`src/rtl/uart_tx_arbiter.sv`:
```
// uart_tx_arbiter: round-robin scheduler sharing one UART transmitter among
// N_REQ byte producers. A grant latches the winner's byte, pulses tx_start and
// req_ack, then holds further grants off until the transmitter reports tx_done.
// Optional WAIT-state watchdog is built when UART_ARB_TIMEOUT_EN is defined;
// without it arb_err is tied low and WAIT holds until tx_done.
module uart_tx_arbiter #(
  parameter int N_REQ          = 4,
  parameter int TIMEOUT_CYCLES = 2_000_000
) (
  input  logic                     clk_i,
  input  logic                     reset_i,
  input  logic [N_REQ-1:0]         req_valid_i,
  input  logic [N_REQ*8-1:0]       req_data_i,
  output logic [N_REQ-1:0]         req_ack_o,
  output logic [$clog2(N_REQ)-1:0] grant_id_o,
  output logic                     arb_busy_o,
  output logic                     arb_err_o,
  output logic [7:0]               tx_data_o,
  output logic                     tx_start_o,
  input  logic                     tx_busy_i,
  input  logic                     tx_done_i
);

  localparam int IdW = $clog2(N_REQ);

  typedef enum logic [1:0] {
    IDLE,
    START,
    WAIT
  } state_e;

  state_e           state_q;
  logic [IdW-1:0]   last_grant_q;
  logic [IdW-1:0]   grant_id_q;
  logic [N_REQ-1:0] req_ack_q;
  logic             arb_busy_q;
  logic [7:0]       tx_data_q;
  logic             tx_start_q;

  logic [IdW-1:0]   grant_d;
  logic             grant_vld_d;
  logic [N_REQ-1:0] ack_d;
  logic [7:0]       data_d;

`ifdef UART_ARB_TIMEOUT_EN
  logic [31:0]      wd_cnt_q;
  logic             arb_err_q;
`endif

  // Pick the first pending requester after the last one served, wrapping around.
  always_comb begin
    int cand;
    cand        = 0;
    grant_d     = '0;
    grant_vld_d = 1'b0;
    ack_d       = '0;
    for (int off = N_REQ; off >= 1; off--) begin
      cand = (int'(last_grant_q) + off) % N_REQ;
      if (req_valid_i[cand[IdW-1:0]]) begin
        grant_d     = cand[IdW-1:0];
        grant_vld_d = 1'b1;
      end
    end
    ack_d[grant_d] = 1'b1;
    data_d         = req_data_i[8*grant_d +: 8];
  end

  // Grant FSM with all outputs registered; strobes default low every cycle.
  always_ff @(posedge clk_i) begin
    if (reset_i) begin
      state_q      <= IDLE;
      last_grant_q <= IdW'(N_REQ - 1);
      grant_id_q   <= '0;
      req_ack_q    <= '0;
      arb_busy_q   <= 1'b0;
      tx_data_q    <= 8'h00;
      tx_start_q   <= 1'b0;
`ifdef UART_ARB_TIMEOUT_EN
      wd_cnt_q     <= '0;
      arb_err_q    <= 1'b0;
`endif
    end else begin
      req_ack_q  <= '0;
      tx_start_q <= 1'b0;
`ifdef UART_ARB_TIMEOUT_EN
      arb_err_q  <= 1'b0;
`endif
      case (state_q)
        IDLE: begin
          if (grant_vld_d && !tx_busy_i) begin
            state_q      <= START;
            tx_data_q    <= data_d;
            grant_id_q   <= grant_d;
            req_ack_q    <= ack_d;
            tx_start_q   <= 1'b1;
            arb_busy_q   <= 1'b1;
            last_grant_q <= grant_d;
          end
        end
        START: begin
          state_q <= WAIT;
`ifdef UART_ARB_TIMEOUT_EN
          wd_cnt_q <= '0;
`endif
        end
        WAIT: begin
          if (tx_done_i) begin
            state_q    <= IDLE;
            arb_busy_q <= 1'b0;
`ifdef UART_ARB_TIMEOUT_EN
          end else if (wd_cnt_q == 32'(TIMEOUT_CYCLES - 1)) begin
            state_q    <= IDLE;
            arb_busy_q <= 1'b0;
            arb_err_q  <= 1'b1;
          end else begin
            wd_cnt_q <= wd_cnt_q + 32'd1;
`endif
          end
        end
        default: begin
          state_q <= IDLE;
        end
      endcase
    end
  end

  assign req_ack_o  = req_ack_q;
  assign grant_id_o = grant_id_q;
  assign arb_busy_o = arb_busy_q;
  assign tx_data_o  = tx_data_q;
  assign tx_start_o = tx_start_q;

`ifdef UART_ARB_TIMEOUT_EN
  assign arb_err_o = arb_err_q;
`else
  assign arb_err_o = 1'b0;
`endif

endmodule

```
`config.mk`:
```
export PLATFORM = sky130hd
export DESIGN_NAME = uart_tx_arbiter
export DESIGN_NICKNAME = d
export VERILOG_FILES = /design/src/rtl/uart_tx_arbiter.sv
export SDC_FILE = /design/constraint.sdc
export NUM_CORES = 1
export LEC_CHECK = 0
export CORE_MARGIN = 2
export CORE_UTILIZATION = 25
export CTS_CLUSTER_DIAMETER = 200
export DETAILED_ROUTE_END_ITERATION = 7
export PLACE_DENSITY = 0.58
export SETUP_SLACK_MARGIN = 0.05
export SLEW_MARGIN = 20
export SYNTH_ARGS = -nofsm -noshare
export SYNTH_HDL_FRONTEND = slang
export SYNTH_SLANG_ARGS = --single-unit
export TNS_END_PERCENT = 10
```
`constraint.sdc`:
```
create_clock -name clk_i -period 1.96 [get_ports clk_i]
set_input_delay 0.588 -clock clk_i [delete_from_list [all_inputs] [get_ports clk_i]]
set_output_delay 0.588 -clock clk_i [all_outputs]
set_load 0.01 [all_outputs]
```
* Word-level counts from Yosys, hierarchy flattened
Cells that the tools add are included.
** Operators by class
- Order comparisons :: 6
- Shifts and indexed selects :: 1
- $add $sub $neg :: 4
- Bitwise operators :: 2
- Muxes and demuxes :: 25
- Equality and inequality tests :: 4
- Reductions and logical operators :: 10
** Operators by type and width (number)
- $shiftx 32x6->8 :: 1
- $lt 2x3->1 const B :: 5
- $mux 1 :: 12
- $mux 2 :: 6
- $bmux 1 s2 :: 4
- $pmux 2 s3 :: 1
- $add 2x1->2 const B :: 2
- $add 2x2->2 const B :: 2
- $ne 2x2->1 const B :: 2
- $reduce_and 2->1 :: 2
- $reduce_and 3->1 :: 1
- $reduce_or 3->1 :: 1
- $demux 1 s2 :: 1
- $eq 2x1->1 const B :: 1
- $eq 2x2->1 const B :: 1
- $ge 2x1->1 const B :: 1
- $logic_and 1x1->1 :: 2
- $logic_not 2->1 :: 1
- $not 1->1 :: 2
- $pmux 1 s2 :: 1
- $reduce_bool 2->1 :: 1
- $reduce_or 2->1 :: 1
- $logic_not 1->1 :: 1
** Storage, ports and cells
- Word-level logic and storage cells :: 59
- Register bits after elaboration :: 20

* Longest topological paths before layout
Gate-level depths: netlist of run 1.
- Depth in word-level cells :: 11
- Gate-level depth with buffers :: 8
- Depth with buffers taken out :: 5

* Worst setup path before layout of run 1
Ideal clock, no wire load.
- Path type :: input to register
- From :: input port req_valid_i[2]
- To :: register tx_data_q[0], in the netlist tx_data_o[0]
- Arrival :: 1700 ps
- Data required time :: 1831 ps
- Cell stages on the path :: 8
- Path slack :: 132 ps
- Path buffers :: 3
- Library setup time :: 129 ps
- Path through :: nand2b_1 > a21o_1 > buf_6 > and3_4 > buf_12 > buf_12 > a211oi_2 > a211oi_1
** On the way
- Word-level cells in the longest chain between the ends :: 8
- Elaborated cells between the ends (all ways) :: 19
- Classes of those cells :: shift (1); mux (16); reduce/logical (2)
** Ends and longest elaborated chain
- from (decl) :: RTL line 12 : input logic [N_REQ-1:0] req_valid_i,
- parallel branches: the longest is 8 deep, another holds $shiftx 32x6->8
- to (signal assigned) :: RTL line 92 : tx_data_q <= data_d;
- to (decl) :: RTL line 37 : logic [7:0] tx_data_q;
Several ways; the timed one is not identified. The select of a mux whose other input is x is not followed.
A chain may end at the register's enable or synchronous reset.

* Worst setup path after layout of run 1
- From :: input port req_valid_i[1]
- To :: register tx_data_q[7], in the netlist tx_data_o[7]
Same word-level chain as after synthesis.

==> flow_metrics.tcl, run 1 <==
set metrics [dict create \
    status "complete, no violations" \
    via_count 1125 \
    crit_arrival_ns 1.99 \
    die_w_um 71.64 \
    finalHoldViolCount 0 \
    drt-total-wl_um 3325 \
    cts_tree "yes" \
    placed_area_um2 1775 \
    synth_cell_types 36 \
    grt_max_degree 17 \
    cp_slowest_cell "or3b_1" \
    fin_total_pwr_w 0.001191 \
    path_buf_inv 2 \
    gp_congestion 0.8884 \
    setup_viol 0 \
    dp_hpwl_um 2661 \
    pwr-share-comb_pct 34.5 \
    start_util_pct 26.08 \
    vias_per_cell 4.787 \
    grt_pass1_vias 1181 \
    min_path_type "flip-flop to flip-flop" \
    p_sw_w 0.0003315 \
    path_max_fanout 8 \
    ff_latch_area_um2 400.4 \
    min_path_cells 2 \
    cp-start-kind "primary input" \
    layout_min_cycle_time_ns 1.815 \
    yosysWarnings 0 \
    cts_root_buf "clkbuf_8" \
    grt_pass1_wl_um 5388 \
    multi_input_area_um2 648.1 \
    die_h_um 71.64 \
    synth.ff_latch_count 20 \
    drv_cap 0 \
    reg2reg_slack_ns 0.38 \
    overflow 0 \
    numPortBuffers 55 \
    syn-num-nets 157 \
    finalSetupTns_ns 0 \
    power_frac_clock_pct 26.1 \
    cp_cell_sequence "clkdlybuf4s15_1 > or3b_1 > o221a_2 > nand2_1 > inv_1 > a211oi_1" \
    powerDensity_nw_per_um2 633.8 \
    die-area_um2 5132 \
    setup_slack_ns 0.1447 \
    fin_skew_ns 0.006511 \
    num_rows 24 \
    netlist_area_um2 1144 \
    irDropWorstVdd_mv 0.2808 \
    async_flop_share_pct 0 \
    switching_share_pct 27.83 \
    rsz0062_at_grt "false" \
    wl_per_cell_um 14.15 \
    grt_antenna_before_repair 0 \
    reg2reg_from "last_grant_q[1]" \
    dp_slack_ns -0.4352 \
    critical-path-top-delay-family "simple AND/OR/NAND/NOR gates" \
    holdBufCountCts 0 \
    postRouteAntennaNets 0 \
    drive_above_1_share_pct 20.77 \
    synth-edff-count 0 \
    yosysSeqAreaShare_pct 35.01 \
    fin_area_um2 1879 \
    numClockSinks 20 \
    drt_pre_antenna_iters 4 \
    grt_util_all_layers_pct 13.51 \
    end_kind "flip-flop" \
    whs_endpoint "grant_id_o[1]" \
    pin_count 57 \
    post-route-period-util_pct 92.62 \
    drc 0 \
    cts_inserted_buffers 3 \
    fin_hold_ws_ns 0.4653 \
    hold_start "grant_id_o[1]" \
    max_freq_mhz 550.9 \
    cp_slowest_stage_delay_ns 0.41 \
    antennaDiodeCount 0 \
    path_class "primary input to flip-flop" \
    crit_start "req_valid_i[1]" \
    synth.avg_cell_area_um2 9.774 \
    p_int_w 0.0008596 \
    pwr-share-seq_pct 39.4 \
    rr_worst_depth 5 \
    fillers 442 \
    area_growth_pct 64.33 \
    path_clk_slew_ns 0.07 \
    finalMaxSlewViolations 0 \
    drt_iter0_drc 37 \
    p_leak_nw 0.7655 \
    worstPathRequired_ns 2.13 \
    core_um2 4384 \
    timing.rr.end "tx_data_o[7]" \
    insertion_delay_ns 0.26 \
    cts_max_level 1 \
    fin_nets 224 \
    clockBufferDepth 2 \
    netlist_instances 117 \
    synthFlopType "dfxtp_1" \
]
## synth_stat cells (all sizes together), types with 2 or more instances
master,count,area [um2]
a211oi,16,160.2
a21oi,3,15.01
a31oi,8,50.05
and3,5,38.78
buf,7,73.82
dfxtp,20,400.4
inv,9,33.78
mux2i,9,90.09
nand2,5,26.27
nand2b,2,12.51
nor2,8,32.54
nor2b,2,20.02
nor4,2,27.53
o21ai,3,30.03
o21bai,9,67.56
## registers in the layout, indices dropped and copies added, names as in the netlist
signal,count
arb_busy_o,1
state_q,2
req_ack_o,4
tx_start_o,1
grant_id_o,2
tx_data_o,8
last_grant_q,2
## worst max path at each step
stage / end / slack, ns / cells after the start
finish: tx_data_o[7] / 0.14 / 6
CTS: tx_data_o[7] / 0.12 / 6
floorplan: tx_data_o[0] / 0.13 / 8
global route: tx_data_o[0] / 0.07 / 6
global placement: tx_data_o[6] / -0.36 / 6
detailed placement: tx_data_o[7] / -0.44 / 6
## layout by cell type, fill, tap and decap left out, types with 7 or more instances in the layout
| cell type | n |
|---|---|
| mux2i_1 | 9 |
| nor2_1 | 7 |
| buf_4 | 12 |
| o21bai_1 | 9 |
| a211oi_1 | 8 |
| clkdlybuf4s50_1 | 51 |
| inv_1 | 9 |
| a31oi_1 | 8 |
| a211oi_2 | 8 |
| dfxtp_1 | 20 |
## through the flow
| step | instances | util [%] |
|---|---|---|
| 2_1_floorplan | 117 | - |
| 3_3_place_gp | 229 | 40.50 |
| 3_5_place_dp | 229 | 40.50 |
| 4_1_cts | 235 | 42.84 |
| 5_1_grt | 235 | 42.87 |
| 6_report | 235 | 42.87 |
## power groups by stage
stage | registers, W | clock network (W) | logic, W
6_report | 0.000469 | 0.000311 | 0.000411
5_1_grt | 0.000475 | 0.000339 | 0.000443
4_1_cts | 0.000470 | 0.000319 | 0.000415
3_5_place_dp | 0.000479 | 0 | 0.000386
3_3_place_gp | 0.000477 | 0 | 0.000378
2_1_floorplan | 0.000488 | 0 | 0.000198
## layout make-up
type	instances	area share, %
multi-input cells	81	34.49
inverters	9	1.798
well taps	52	3.462
repair buffers	69	36.02
flip-flops and latches	20	21.30
clock buffers	4	2.929
## repair_timing
item / CTS / global route
pin swaps: 6 / 0
endpoints found under the setup margin: 16 / 2
resized for setup: 7 / 1
buffers inserted: 2 / 0
hold endpoints to repair: 0 / 0
## tightest hold or removal path: stages (launching register included)
cell	delay, ns
dfxtp_1	0.32
nand2_1	0.05
a21oi_1	0.05
## kinds of logic (layout without fill, tap and decap cells)
logic type             after synthesis  after routing  share of synthesized area, %
DFF                                 20             20                         35.01
muxes                                9              9                         7.878
other                                1              1                        0.3279
buffers and inverters               16             82                         9.409
AOI/OAI and AO/OA                   42             42                         30.63
and+or+nand+nor                     29             29                         16.74
## routing by layer
metal	vias up	global-route usage, %	part of all wire [%]
met4	0	4.822	1.5
met3	7	4.923	8.1
met1	506	15.42	41
met2	44	23.15	49
li1	568	-	-
met5	-	0	0
No activity file was read; power rests on OpenSTA's default activity.
==> run 2: changes to the inputs <==
--- a/config.mk
+++ b/config.mk
@@ -7,7 +7,6 @@
 export LEC_CHECK = 0
 export CORE_MARGIN = 2
 export CORE_UTILIZATION = 25
-export CTS_CLUSTER_DIAMETER = 200
 export DETAILED_ROUTE_END_ITERATION = 7
 export PLACE_DENSITY = 0.58
 export SETUP_SLACK_MARGIN = 0.05
==> results of run 2 <==
The final DEF is identical to that of run 1; final timing and power are the same.
==> run 3: changes to the inputs <==
--- a/config.mk
+++ b/config.mk
@@ -7,6 +7,7 @@
 export LEC_CHECK = 0
 export CORE_MARGIN = 2
 export CORE_UTILIZATION = 25
+export CTS_BUF_LIST = sky130_fd_sc_hd__clkbuf_16
 export DETAILED_ROUTE_END_ITERATION = 7
 export PLACE_DENSITY = 0.58
 export SETUP_SLACK_MARGIN = 0.05
==> run 3 against run 2 <==
Against the previous run:
- worst hold slack worse by 0.0027 ns
- via count is 1.2% higher
- clock skew is 0.0014 ns lower
- wire length is 9.1% higher
- final area is 2.7% higher
- combinational power is 1% higher
- total power is 9.0% higher
- setup slack worse by 0.038 ns
- die area stayed put
- largest cell class is now multi-input gates
- maximum frequency is 2.0% lower
==> flow_metrics.tcl, run 3 (same netlist as run 1, synthesis figures left out) <==
set metrics [dict create \
    cts_inserted_buffers 3 \
    reg2reg_slack_ns 0.39 \
    vias_per_cell 4.847 \
    status "complete, no violations" \
    final_core_util_pct 44.01 \
    drt_iter0_drc 41 \
    pwr-share-seq_pct 36.2 \
    reg2reg_from "last_grant_q[1]" \
    fin_total_pwr_w 0.001298 \
    die_w_um 71.64 \
    cts_root_buf "clkbuf_16" \
    min_path_cells 2 \
    p_leak_nw 0.7706 \
    end_kind "flip-flop" \
    grt_pass1_wl_um 5685 \
    power_frac_clock_pct 31.6 \
    insertion_delay_ns 0.25 \
    holdBufCountCts 0 \
    clockBufferDepth 2 \
    fin_hold_ws_ns 0.4627 \
    fillers 432 \
    drc 0 \
    pin_count 57 \
    fin_skew_ns 0.005151 \
    postRouteAntennaNets 0 \
    grt_util_all_layers_pct 14.24 \
    grt_max_degree 17 \
    die_h_um 71.64 \
    rsz0062_at_grt "false" \
    gp_congestion 0.8884 \
    path_clk_slew_ns 0.06 \
    core_um2 4384 \
    final_cell_mix "51 x clkdlybuf4s50_1, 20 x dfxtp_1, 12 x buf_4" \
    dp_hpwl_um 2661 \
    worstPathRequired_ns 2.09 \
    grt_pass1_vias 1204 \
    die-area_um2 5132 \
    drt-total-wl_um 3629 \
    area_growth_pct 68.71 \
    max_freq_mhz 539.7 \
    setup_viol 0 \
    grt_antenna_before_repair 0 \
    drive_above_1_share_pct 24.59 \
    powerDensity_nw_per_um2 672.7 \
    antennaDiodeCount 0 \
    pwr-share-comb_pct 32.1 \
    wl_per_cell_um 15.44 \
    post-route-period-util_pct 94.54 \
    p_int_w 0.0009457 \
    p_sw_w 0.0003522 \
    switching_share_pct 27.14 \
    fin_nets 224 \
    rr_worst_depth 5 \
    finalHoldViolCount 0 \
    final_common_cell "clkdlybuf4s50_1" \
    timing.rr.end "tx_data_o[7]" \
    path_class "primary input to flip-flop" \
    finalMaxSlewViolations 0 \
    finalSetupTns_ns 0 \
    whs_endpoint "grant_id_o[1]" \
    start_util_pct 26.08 \
    cts_max_level 1 \
    crit_arrival_ns 1.99 \
    largest_reg_flops 8 \
    drv_cap 0 \
    via_count 1139 \
    path_max_fanout 8 \
    numClockSinks 20 \
    cts_tree "yes" \
    drt_pre_antenna_iters 4 \
    overflow 0 \
    hold_start "grant_id_o[1]" \
    numPortBuffers 55 \
    layout_min_cycle_time_ns 1.853 \
    num_rows 24 \
    irDropWorstVdd_mv 0.3791 \
    cp-start-kind "primary input" \
    min_path_type "flip-flop to flip-flop" \
]
## run 3: cell types whose count changed in the layout (fill, tap and decap cells not counted), sizes merged
cell / previous run / this run
dlygate4sd2: 3 / 4
clkinv: 0 / 1
clkbuf: 4 / 3
buf: 14 / 12
and3: 5 / 7
clkdlybuf4s15: 1 / 0
## run 3: worst max-delay path: stages
cell and delay (ns):
dlygate4sd2_1 0.33, or3b_1 0.43, o221ai_2 0.13, nand2_4 0.16, a211oi_2 0.29, a211oi_2 0.06
## run 3: power by group through the flow
stage	combinational, W	clock (W)	sequential [W]
floorplan	0.000198	0	0.000488
global placement	0.000378	0	0.000477
detailed placement	0.000386	0	0.000479
CTS	0.000418	0.000424	0.000470
global route	0.000447	0.000442	0.000475
finish	0.000417	0.000411	0.000470
## run 3: through the flow
| step | instance area, um2 | cells | setup slack, ns |
|---|---|---|---|
| finish | 1929 | 235 | 0.1070 |
| global route | 1929 | 235 | 0.07165 |
| CTS | 1929 | 235 | 0.1191 |
| detailed placement | 1775 | 229 | -0.4352 |
| global placement | 1775 | 229 | -0.3630 |
| floorplan | 1144 | 117 | 0.1317 |
## run 3: worst max-delay path by stage
stage                         startpoint            to  cells past startpoint
after global placement    req_valid_i[1]  tx_data_o[6]                      6
after detailed placement  req_valid_i[1]  tx_data_o[7]                      6
after global routing      req_valid_i[1]  tx_data_o[6]                      6
after CTS                 req_valid_i[1]  tx_data_o[7]                      6
after floorplan           req_valid_i[2]  tx_data_o[0]                      8
final                     req_valid_i[1]  tx_data_o[7]                      6
## run 3: what timing repair did
action | in CTS | in global routing
gates resized for setup | 18 | 0
hold endpoints to repair | 0 | 0
endpoints found under the setup margin | 16 | 0
setup buffers | 0 | 0
## run 3: cell type report
cell class | instances | area [um2] | share of cell area [%]
multi-input combinational | 83 | 715.7 | 37.09
timing repair buffer | 67 | 635.6 | 32.94
sequential | 20 | 400.4 | 20.75
clock inverter | 1 | 3.754 | 0.1946
tap | 52 | 65.06 | 3.372
inverter | 9 | 33.78 | 1.751
clock buffer | 3 | 75.07 | 3.891
## run 3: layer usage
metal	vias up	part of all wire (%)	GRT usage, %
met5	-	0	0
met4	0	1.4	4.822
met3	4	7.0	4.079
met2	40	50	24.69
met1	526	42	16.83
li1	569	-	-
